--- src/rtl/buzzer_sequencer.sv ---
// Note-sequencing controller for the buzzer tone generator.
// Plays a 16-entry table of frequency/duration pairs. Each note is followed by
// a fixed silent gap. The song ends on a zero-duration entry or after entry 15,
// and can optionally loop back to entry 0.
module buzzer_sequencer #(
  parameter int CLK_HZ    = 50_000_000,
  parameter int TICK_HZ   = 1000,
  parameter int GAP_TICKS = 20,
  parameter int IDLE_FREQ = 440
) (
  input  logic        i_clk,
  input  logic        i_reset,
  input  logic        i_start,
  input  logic        i_stop,
  input  logic        i_loop,
  input  logic        i_wr_en,
  input  logic [3:0]  i_wr_addr,
  input  logic [15:0] i_wr_freq,
  input  logic [11:0] i_wr_dur,
  output logic [15:0] o_freq,
  output logic        o_en,
  output logic        o_busy,
  output logic        o_done,
  output logic [3:0]  o_note_idx
);

  localparam int TICK_CYC = CLK_HZ / TICK_HZ;
  localparam int PRESC_W  = $clog2(TICK_CYC);
  localparam int GAP_W    = (GAP_TICKS < 1) ? 1 : $clog2(GAP_TICKS + 1);

  localparam logic [15:0]        IDLE_FREQ_V = 16'(IDLE_FREQ);
  localparam logic [PRESC_W-1:0] PRESC_LAST  = PRESC_W'(TICK_CYC - 1);
  localparam logic [GAP_W-1:0]   GAP_LOAD    = GAP_W'(GAP_TICKS);

  localparam logic [1:0] S_IDLE = 2'd0;
  localparam logic [1:0] S_LOAD = 2'd1;
  localparam logic [1:0] S_PLAY = 2'd2;
  localparam logic [1:0] S_GAP  = 2'd3;

  logic [15:0]        freq_tbl_q [16];
  logic [11:0]        dur_tbl_q  [16];

  logic [1:0]         state_q, state_d;
  logic [3:0]         idx_q, idx_d;
  logic [11:0]        dur_q, dur_d;
  logic [GAP_W-1:0]   gap_q, gap_d;
  logic [PRESC_W-1:0] presc_q, presc_d;
  logic [15:0]        freq_q, freq_d;
  logic               en_q, en_d;
  logic               done_q, done_d;

  logic [15:0]        rd_freq;
  logic [11:0]        rd_dur;
  logic               tick;
  logic               advance;
  logic               end_song;

  // A write and a LOAD of the same entry in one cycle see the old contents,
  // because the table is only updated at the clock edge.
  assign rd_freq = freq_tbl_q[idx_q];
  assign rd_dur  = dur_tbl_q[idx_q];
  assign tick    = (presc_q == PRESC_LAST);

  // Note table: registered writes, accepted in any state.
  always_ff @(posedge i_clk) begin
    if (i_reset) begin
      // NOTE: the table must come out of reset as all end-of-song markers, so it
      // is built from resettable flops rather than a RAM macro.
      for (int i = 0; i < 16; i++) begin
        freq_tbl_q[i] <= '0;
        dur_tbl_q[i]  <= '0;
      end
    end else if (i_wr_en) begin
      freq_tbl_q[i_wr_addr] <= i_wr_freq;
      dur_tbl_q[i_wr_addr]  <= i_wr_dur;
    end
  end

  // Next-state logic: sequencing, tick prescaler, duration and gap counters.
  always_comb begin
    // NOTE: every signal gets a default first so no path can infer a latch.
    state_d  = state_q;
    idx_d    = idx_q;
    dur_d    = dur_q;
    gap_d    = gap_q;
    presc_d  = presc_q;
    freq_d   = freq_q;
    en_d     = en_q;
    done_d   = 1'b0;
    advance  = 1'b0;
    end_song = 1'b0;

    // The prescaler only runs while a note or gap is being timed.
    if (state_q == S_PLAY || state_q == S_GAP) begin
      presc_d = tick ? '0 : presc_q + PRESC_W'(1);
    end

    case (state_q)
      S_IDLE: begin
        if (i_start) begin
          state_d = S_LOAD;
          idx_d   = '0;
        end
      end
      S_LOAD: begin
        if (rd_dur == 12'd0) begin
          end_song = 1'b1;
        end else begin
          // A rest keeps the divider fed with a nonzero frequency.
          freq_d  = (rd_freq == 16'd0) ? IDLE_FREQ_V : rd_freq;
          en_d    = (rd_freq != 16'd0);
          dur_d   = rd_dur;
          presc_d = '0;
          state_d = S_PLAY;
        end
      end
      S_PLAY: begin
        if (tick) begin
          dur_d = dur_q - 12'd1;
          if (dur_q == 12'd1) begin
            en_d   = 1'b0;
            freq_d = IDLE_FREQ_V;
            if (GAP_TICKS == 0) begin
              advance = 1'b1;
            end else begin
              gap_d   = GAP_LOAD;
              presc_d = '0;
              state_d = S_GAP;
            end
          end
        end
      end
      default: begin // S_GAP
        if (tick) begin
          gap_d = gap_q - GAP_W'(1);
          if (gap_q == GAP_W'(1)) begin
            advance = 1'b1;
          end
        end
      end
    endcase

    // Advance is a transition, not a state: index 15 is checked before the
    // increment so the index never wraps on its own.
    if (advance) begin
      if (idx_q == 4'd15) begin
        end_song = 1'b1;
      end else begin
        idx_d   = idx_q + 4'd1;
        state_d = S_LOAD;
      end
    end

    // End of song is also a transition: loop back or finish with a done pulse.
    if (end_song) begin
      idx_d = '0;
      if (i_loop) begin
        state_d = S_LOAD;
      end else begin
        done_d  = 1'b1;
        presc_d = '0;
        state_d = S_IDLE;
      end
    end

    // Abort wins over start, tick and end-of-song alike.
    if (i_stop) begin
      state_d = S_IDLE;
      idx_d   = '0;
      dur_d   = '0;
      gap_d   = '0;
      presc_d = '0;
      freq_d  = IDLE_FREQ_V;
      en_d    = 1'b0;
      done_d  = 1'b0;
    end
  end

  // State register with synchronous reset.
  always_ff @(posedge i_clk) begin
    if (i_reset) begin
      state_q <= S_IDLE;
      idx_q   <= '0;
      dur_q   <= '0;
      gap_q   <= '0;
      presc_q <= '0;
      freq_q  <= IDLE_FREQ_V;
      en_q    <= 1'b0;
      done_q  <= 1'b0;
    end else begin
      // NOTE: non-blocking assignments so every register updates from the
      // values present before the edge.
      state_q <= state_d;
      idx_q   <= idx_d;
      dur_q   <= dur_d;
      gap_q   <= gap_d;
      presc_q <= presc_d;
      freq_q  <= freq_d;
      en_q    <= en_d;
      done_q  <= done_d;
    end
  end

  assign o_freq     = freq_q;
  assign o_en       = en_q;
  assign o_busy     = (state_q != S_IDLE);
  assign o_done     = done_q;
  assign o_note_idx = idx_q;

endmodule

--- config.mk ---
export PLATFORM = sky130hd
export DESIGN_NAME = buzzer_sequencer
export DESIGN_NICKNAME = d
export VERILOG_FILES = /design/src/rtl/buzzer_sequencer.sv
export SDC_FILE = /design/constraint.sdc
export NUM_CORES = 1
export LEC_CHECK = 0
export ABC_AREA = 1
export ABC_CLOCK_PERIOD_IN_PS = 4019
export CAP_MARGIN = 20
export CORE_MARGIN = 2
export CORE_UTILIZATION = 25
export DETAILED_ROUTE_END_ITERATION = 6
export PLACE_DENSITY = 0.41
export SYNTH_ARGS = -nofsm -noshare
export SYNTH_HDL_FRONTEND = slang
export SYNTH_SLANG_ARGS = --single-unit
--- constraint.sdc ---
create_clock -name i_clk -period 4.02 [get_ports i_clk]
set_clock_uncertainty 0.2 [all_clocks]
set_input_delay 0.804 -clock i_clk [delete_from_list [all_inputs] [get_ports i_clk]]
set_output_delay 0.804 -clock i_clk [all_outputs]
set_load 0.02 [all_outputs]
After elaboration in Yosys (flattened, before gate mapping)
Memory sizes are Yosys's and may differ from the RTL's. A register that Yosys moved wholly into a read port is not among the register bits.
Cells that the tools add are included.

operators by class
  add/sub/neg operators = 4
  equal/unequal tests = 10
  muxes and demuxes = 58
  bitwise gates (word level) = 2
  reduce and logical (&&, ||, !) cells = 17

operators with widths
  operator                                               number
  two-way mux 16 bit                                     12
  case mux 16 bit (2 select lines)                       2
  two-way mux 12 bit                                     3
  two-way mux 4 bit                                      8
  case mux 12 bit (2 select lines)                       1
  two-way mux 1 bit                                      19
  adder 16 x 1 -> 16 bit (second input constant)         1
  equality test 16 bit (second input constant)           1
  logical NOT 16 bit                                     1
  nonzero test 16 bit                                    1
  OR reduction 16 bit                                    1
  two-way mux 5 bit                                      3
  two-way mux 2 bit                                      7
  equality test 12 x 1 -> 1 bit (second input constant)  1
  logical NOT 12 bit                                     1
  OR reduction 12 bit                                    1
  subtractor 12 x 1 -> 12 bit (second input constant)    1
  case mux 5 bit (2 select lines)                        1
  OR reduction 3 bit                                     3
  case mux 2 bit (3 select lines)                        1
  AND reduction 3 bit                                    2
  equality test 5 x 1 -> 1 bit (second input constant)   1
  subtractor 5 x 1 -> 5 bit (second input constant)      1
  adder 4 x 1 -> 4 bit (second input constant)           1
  other kinds (12)                                       17

storage, ports and cells
  bits in registers = 57
  bits in writable memories = 448
  input bits = 38
  output and inout port bits = 23
  logic and storage cells = 101
  memories = 2

memory list
  memory      depth  width  rd ports  clocked after memory_dff  wr ports  line  source
  freq_tbl_q  16     16     1         1                         16        40    logic [15:0] freq_tbl_q [16];
  dur_tbl_q   16     12     1         1                         16        41    logic [11:0] dur_tbl_q [16];

Depth between registers and ports, before layout
Gate-level depths: netlist (run 1).

  depth after elaboration = 8
  depth in mapped cells = 19
  depth with buffers taken out = 15

Worst setup path after synthesis (run 1)
No wires, ideal clock.

  path type = input to register
  from = input port i_reset
  to = memory dur_tbl_q[11][0] (enable)
  library setup time = 385 ps
  arrival = 2419 ps
  required time = 3435 ps
  setup slack = 1016 ps
  stages = 7
  path buffers = 2
  path through = clkinv_1 > nand2_1 > nor3_1 > nand2_1 > clkbuf_1 > buf_1 > nand2_1

RTL lines
  element      line  source
  from (decl)  12    input logic i_reset,
  to (decl)    41

==> impl_metrics.tcl, run 1 <==
set metrics [dict create \
    drt_iter0_markers 1399 \
    wl_met2_um 37400 \
    ys_seq_elements 505 \
    die_area_um2 98700 \
    synth_adder_area_share_pct 0.572 \
    synth_compound_area_share_pct 4.07 \
    grt_pass1_vias 18200 \
    cp.required_ns 4.31 \
    dp_worst_setup_slack_ns 0.383 \
    ant_nets 0 \
    area_growth_pct 15.8 \
    status "finished, final reports clean" \
    critPathLaunchType "flip-flop" \
    yosysTopAreaCellShare_pct 55.9 \
    synth-async-reset-ratio_pct 0 \
    vias 18400 \
    wl_per_cell_um 20.1 \
    dr.pass1.iters 7 \
    cp_slowest_cell "inv_6" \
    slowest_delay_ns 0.42 \
    synth_top_family_by_area "simple AND/OR/NAND/NOR gates" \
    nNetsFinal 2760 \
    drive_gt1_share_pct 7.17 \
    rsz0062_at_grt "no" \
    syn_avg_cell_area_um2 8.86 \
    rows 113 \
    core-area_um2 95200 \
    p_per_area_nw_per_um2 433 \
    synth_nets 2763 \
    hold_buffers 0 \
    cts_sinks 505 \
    slew_headroom_pct 28.4 \
    htreeDepth 2 \
    gr-total-overflow 0 \
    grt_use_total_pct 16.4 \
    fmax_mhz 302 \
    ioPinCount 61 \
    path_clk_slew_ns 0.06 \
    cts_made_buffers 58 \
    final_util_pct 29.3 \
    path_cells "inv_6, buf_12, buf_12, nor2_1, o21ai_0, nand3_1, nand3_1, nand2_1, nor2_1, nand2_1, nor2_1, nand2_1, nand4_1, a21oi_1" \
    maxSlewViolCount 0 \
    worstMarginPinSlew_ns 1.07 \
    fin_ws_ns 0.711 \
    clk_latency_ns 0.65 \
    hold_violations 0 \
    min_period_over_period_pct 82.3 \
    ys_types 43 \
    cp.arrival_ns 3.60 \
    synthXorXnorAreaFrac_pct 0.401 \
    initial_core_util_pct 25.3 \
    path_max_fanout 72 \
    synth_edf_count 448 \
    cts-resized-gates 0 \
    p_leak_nw 11.0 \
    antenna_found_initial 0 \
    wl_met1_um 38100 \
    cts_buffer_depth 3 \
    synth_cells 2714 \
    critical_path_class "reg2reg" \
    setup_viol 0 \
    maxCapViolCount 0 \
    portBuffers 60 \
    tns_ns 0 \
    die_y_um 314 \
    routed.top_layer "met4" \
    wirelength_um 80900 \
    cts_tree "done" \
    post-cts-setup-buffers 0 \
    synthMuxAreaShare_pct 0 \
    grt_max_degree 89 \
    synth_most_common_cell "nor2_1" \
    synth-main-ff-cell "edfxtp_1" \
    yosysWarnings 0 \
    min_path_type "reg2reg" \
    synth_largest_area_cell "edfxtp_1" \
    dpl.hpwl_um 48700 \
    grt_pass1_wl_um 121000 \
    die_x_um 314 \
    rrSetupSlack_ns 0.71 \
    synth_common_cells "nor2_1 (686), nand2_1 (625), edfxtp_1 (448)" \
    yosys-top-cells-area "edfxtp_1 (56%), nor2_1 (11%), nand2_1 (9.8%), nand3_1 (5.1%), dfxtp_1 (4.7%)" \
    min_period_ns 3.31 \
    synth_area_um2 24000 \
    gp_congestion 0.793 \
    cts_root_buffer "clkbuf_16" \
    dr_wl_met3_um 4080 \
    yosysSeqAreaShare_pct 60.7 \
    drc 0 \
    cp-end-kind "flip-flop" \
    yosys.area_share.simple_pct 27.0 \
    via_per_inst 4.58 \
    peakVddDrop_v 0.000390 \
]
area by class of cell:
class                      instances  area [um^2]
inverter                         218          828
clock inverter                    32          315
fill                           10000        67300
sequential                       505        14600
tap                             1265         1580
antenna                            1         2.50
clock buffer                      77         1530
multi-input combinational       1804         7780
timing repair buffer             124         1210
placed cells by master (no fill, tap or decap), types with 2 or more instances in the layout:
cell,instances
nor2_1,685
nand2_1,593
edfxtp_1,448
nand3_1,246
inv_1,209
o21ai_0,89
clkdlybuf4s50_1,60
clkbuf_16,58
buf_4,54
dfxtp_1,53
a21oi_1,39
nand2_2,34
o211ai_1,28
nand4_1,21
clkbuf_1,18
clkinv_1,15
clkinv_2,13
ha_1,11
buf_12,10
nor3_1,9
xor2_1,9
o21ai_1,7
bufinv_16,5
nor4_1,4
inv_6,3
inv_2,3
or2_0,3
or2_2,3
a31oi_1,3
dfxtp_2,3
or2_1,2
nor2_2,2
nand3_4,2
xnor2_1,2
where the power goes:
part / internal (W) / total (W) / switching (W)
registers: 0.00598 / 0.00606 / 0.0000778
clock network: 0.00300 / 0.00529 / 0.00229
logic: 0.000190 / 0.000724 / 0.000534
flip-flops by register name (all words and copies together) (netlist names):
register	count
dur_tbl_q	192
o_en	1
gap_q	5
presc_q	16
dur_q	12
o_note_idx	4
freq_tbl_q	256
state_q	2
o_done	1
o_freq	16
cell families (layout without fill, tap and decap cells):
family / after synthesis / count (layout)
buffers and inverters: 405 / 451
AND/OR/NAND/NOR: 1607 / 1607
flip-flops: 505 / 505
other: 0 / 1
adder cells (fa/ha/maj): 11 / 11
AO/OA/AOI/OAI: 175 / 175
XOR/XNOR: 11 / 11
stage by stage:
stage                     cell area, um^2  total power (W)  cells  hold slack, ns
after detailed placement            26000          0.00690   3916           0.268
final                               27900           0.0121   4026           0.270
after global routing                27900           0.0125   4025           0.300
after floorplan                     24000          0.00656   2714           0.254
after CTS                           27900           0.0122   4025           0.274
after global placement              26000          0.00689   3916           0.260
path summary, 6_finish.rpt:
| path | from | endpoint | depth (start not counted) |
|---|---|---|---|
| max | o_note_idx[1] | o_en | 14 |
| min | o_freq[9] | o_freq[9] | 2 |
| max reg2reg | o_note_idx[1] | o_en | 14 |
| min reg2reg | o_freq[9] | o_freq[9] | 2 |
critical path, delay by kind of cell, from the launching register on:
kind | cells | cell delay [ns]
buffers and inverters | 3 | 0.97
DFF | 1 | 0.35
and+or+nand+nor | 9 | 1.29
AOI/OAI and AO/OA | 2 | 0.13
per-layer routing:
layer	global-route usage, %	vias to the layer above
li1	-	8811
met1	23.3	9105
met2	26.3	429
met3	2.24	80
met4	3.63	0
met5	0	-
Power figures use the tool's default switching activity.
==> run 2, diff against run 1 <==
Settings changed: ABC_CLOCK_PERIOD_IN_PS 4019 to 3400.
Clock period 4.02 ns to 3.4 ns, I/O delays scaled along.
==> run 2 against run 1 <==
Against the previous run:
- the run now ends with DRC left
- final area increased by 1.4%
- sequential share of layout area shrank 0.72 points
- global-route usage barely moved
- setup slack worse by 0.35 ns
- core utilization grew 0.41 points
- clock power rose by 18%
- register-to-register slack worse by 0.30 ns
- critical endpoint is now o_note_idx[0]
- largest power group unchanged
==> impl_metrics.tcl, run 2 (synthesized netlist as in run 1, its figures left out) <==
set metrics [dict create \
    r2r-start "o_note_idx[0]" \
    fmax_mhz 330 \
    nNetsFinal 2795 \
    antenna_found_initial 0 \
    gr-total-overflow 0 \
    cp-end-kind "output pin" \
    ioPinCount 61 \
    multiInputGateArea_um2 7780 \
    reg.largest.list "freq_tbl_q x256, dur_tbl_q x192" \
    rows 113 \
    cts_sinks 505 \
    hold_violations 0 \
    path_max_fanout 107 \
    layout_common_cells "nor2_1 (685), nand2_1 (593), edfxtp_1 (448), nand3_1 (246), inv_1 (209)" \
    grt_max_degree 108 \
    ant_nets 0 \
    rsz0062_at_grt "no" \
    cp.required_ns 2.52 \
    largest_reg_flops 256 \
    drt_iter0_markers 1398 \
    hold_buffers 0 \
    cts_buffer_depth 3 \
    cts_root_buffer "clkbuf_16" \
    min-delay-start "o_freq[2]" \
    worstMarginPinSlew_ns 0.806 \
    dp_worst_setup_slack_ns 0.364 \
    register_area_um2 14600 \
    grt_use_total_pct 16.4 \
    status "complete, but fails checks" \
    tns_ns 0 \
    portBuffers 60 \
    initial_core_util_pct 25.3 \
    wirelength_um 80700 \
    die_y_um 314 \
    wl_per_cell_um 19.9 \
    slew_headroom_pct 46.2 \
    core-area_um2 95200 \
    maxCapViolCount 0 \
    min_path_type "reg2reg" \
    cts_made_buffers 60 \
    critical_path_class "reg2out" \
    fillCellCount 10100 \
    critPathLaunchType "flip-flop" \
    regMostFlops "freq_tbl_q" \
    p_leak_nw 11.2 \
    grt_pass1_vias 18600 \
    n_antenna_cell 0 \
    peakVddDrop_v 0.000378 \
    cts-resized-gates 0 \
    cts_tree "done" \
    path_clk_slew_ns 0.06 \
    final_common_cell "nor2_1" \
    cp.arrival_ns 2.15 \
    fin_ws_ns 0.365 \
    p_per_area_nw_per_um2 506 \
    htreeDepth 2 \
    vias 18500 \
    startpoint "o_note_idx[0]" \
    die_area_um2 98700 \
    setup_viol 0 \
    grt_pass1_wl_um 120000 \
    maxSlewViolCount 0 \
    gp_congestion 0.797 \
    die_x_um 314 \
    dr.pass1.iters 7 \
    via_per_inst 4.56 \
    drc 4 \
    drive_gt1_share_pct 8.31 \
    min_period_over_period_pct 89.3 \
    dpl.hpwl_um 51500 \
    violations "DRC" \
    area_growth_pct 17.4 \
    clk_latency_ns 0.64 \
    post-cts-setup-buffers 0 \
    min_period_ns 3.03 \
    final_util_pct 29.7 \
]
## run 2: cell types whose count changed in the layout (fill, tap and decap cells not counted), moves of 3 or more
cell and delta:
clkinv_1 +4, clkbuf_1 -5, clkinv_2 -3, clkbuf_8 +3
buf_12 +8, buf_4 +25
## run 2: final timing paths
path                            slack [ns]  cells past startpoint             to
worst min-delay path                  0.27                      2      o_freq[2]
worst min register to register        0.27                      2      o_freq[2]
worst max register to register        0.41                     13           o_en
worst max-delay path                  0.37                      2  o_note_idx[0]
## run 2: area by class of cell
class                           instances  area share, %
Clock buffer                           77           5.68
Inverter                              218           2.93
Multi-Input combinational cell       1804           27.6
Tap cell                             1265           5.60
Clock inverter                         32           1.01
Sequential cell                       505           51.7
Timing Repair Buffer                  157           5.50
## run 2: worst max-delay path, cell delays in order (launching register included)
cell	delay, ns
dfxtp_4	0.42
buf_12	0.40
clkdlybuf4s50_1	0.70
## run 2: report_power, final
group / internal, W / total, W / switching (W) / leakage [nW]
Sequential: 0.00707 / 0.00715 / 0.0000886 / 4.73
Combinational: 0.000246 / 0.000885 / 0.000639 / 5.59
Clock: 0.00362 / 0.00625 / 0.00264 / 0.924
## run 2: metrics by stage
stage / instance area (um^2) / hold WS, ns / total power, W / cells
detailed placement: 26400 / 0.264 / 0.00818 / 3949
global placement: 26400 / 0.251 / 0.00817 / 3949
global route: 28200 / 0.294 / 0.0148 / 4058
floorplan: 24000 / 0.254 / 0.00775 / 2714
finish: 28200 / 0.270 / 0.0143 / 4058
CTS: 28200 / 0.271 / 0.0145 / 4058
## run 2: per-layer routing
layer  track usage (%)  part of all wire [%]  vias to the layer above
li1                  -                     -                     8875
met5                 0                     0                        -
met3              2.67                   5.7                      102
met4              3.94                   2.0                        0
met1              22.4                    45                     9043
met2              27.0                    47                      482
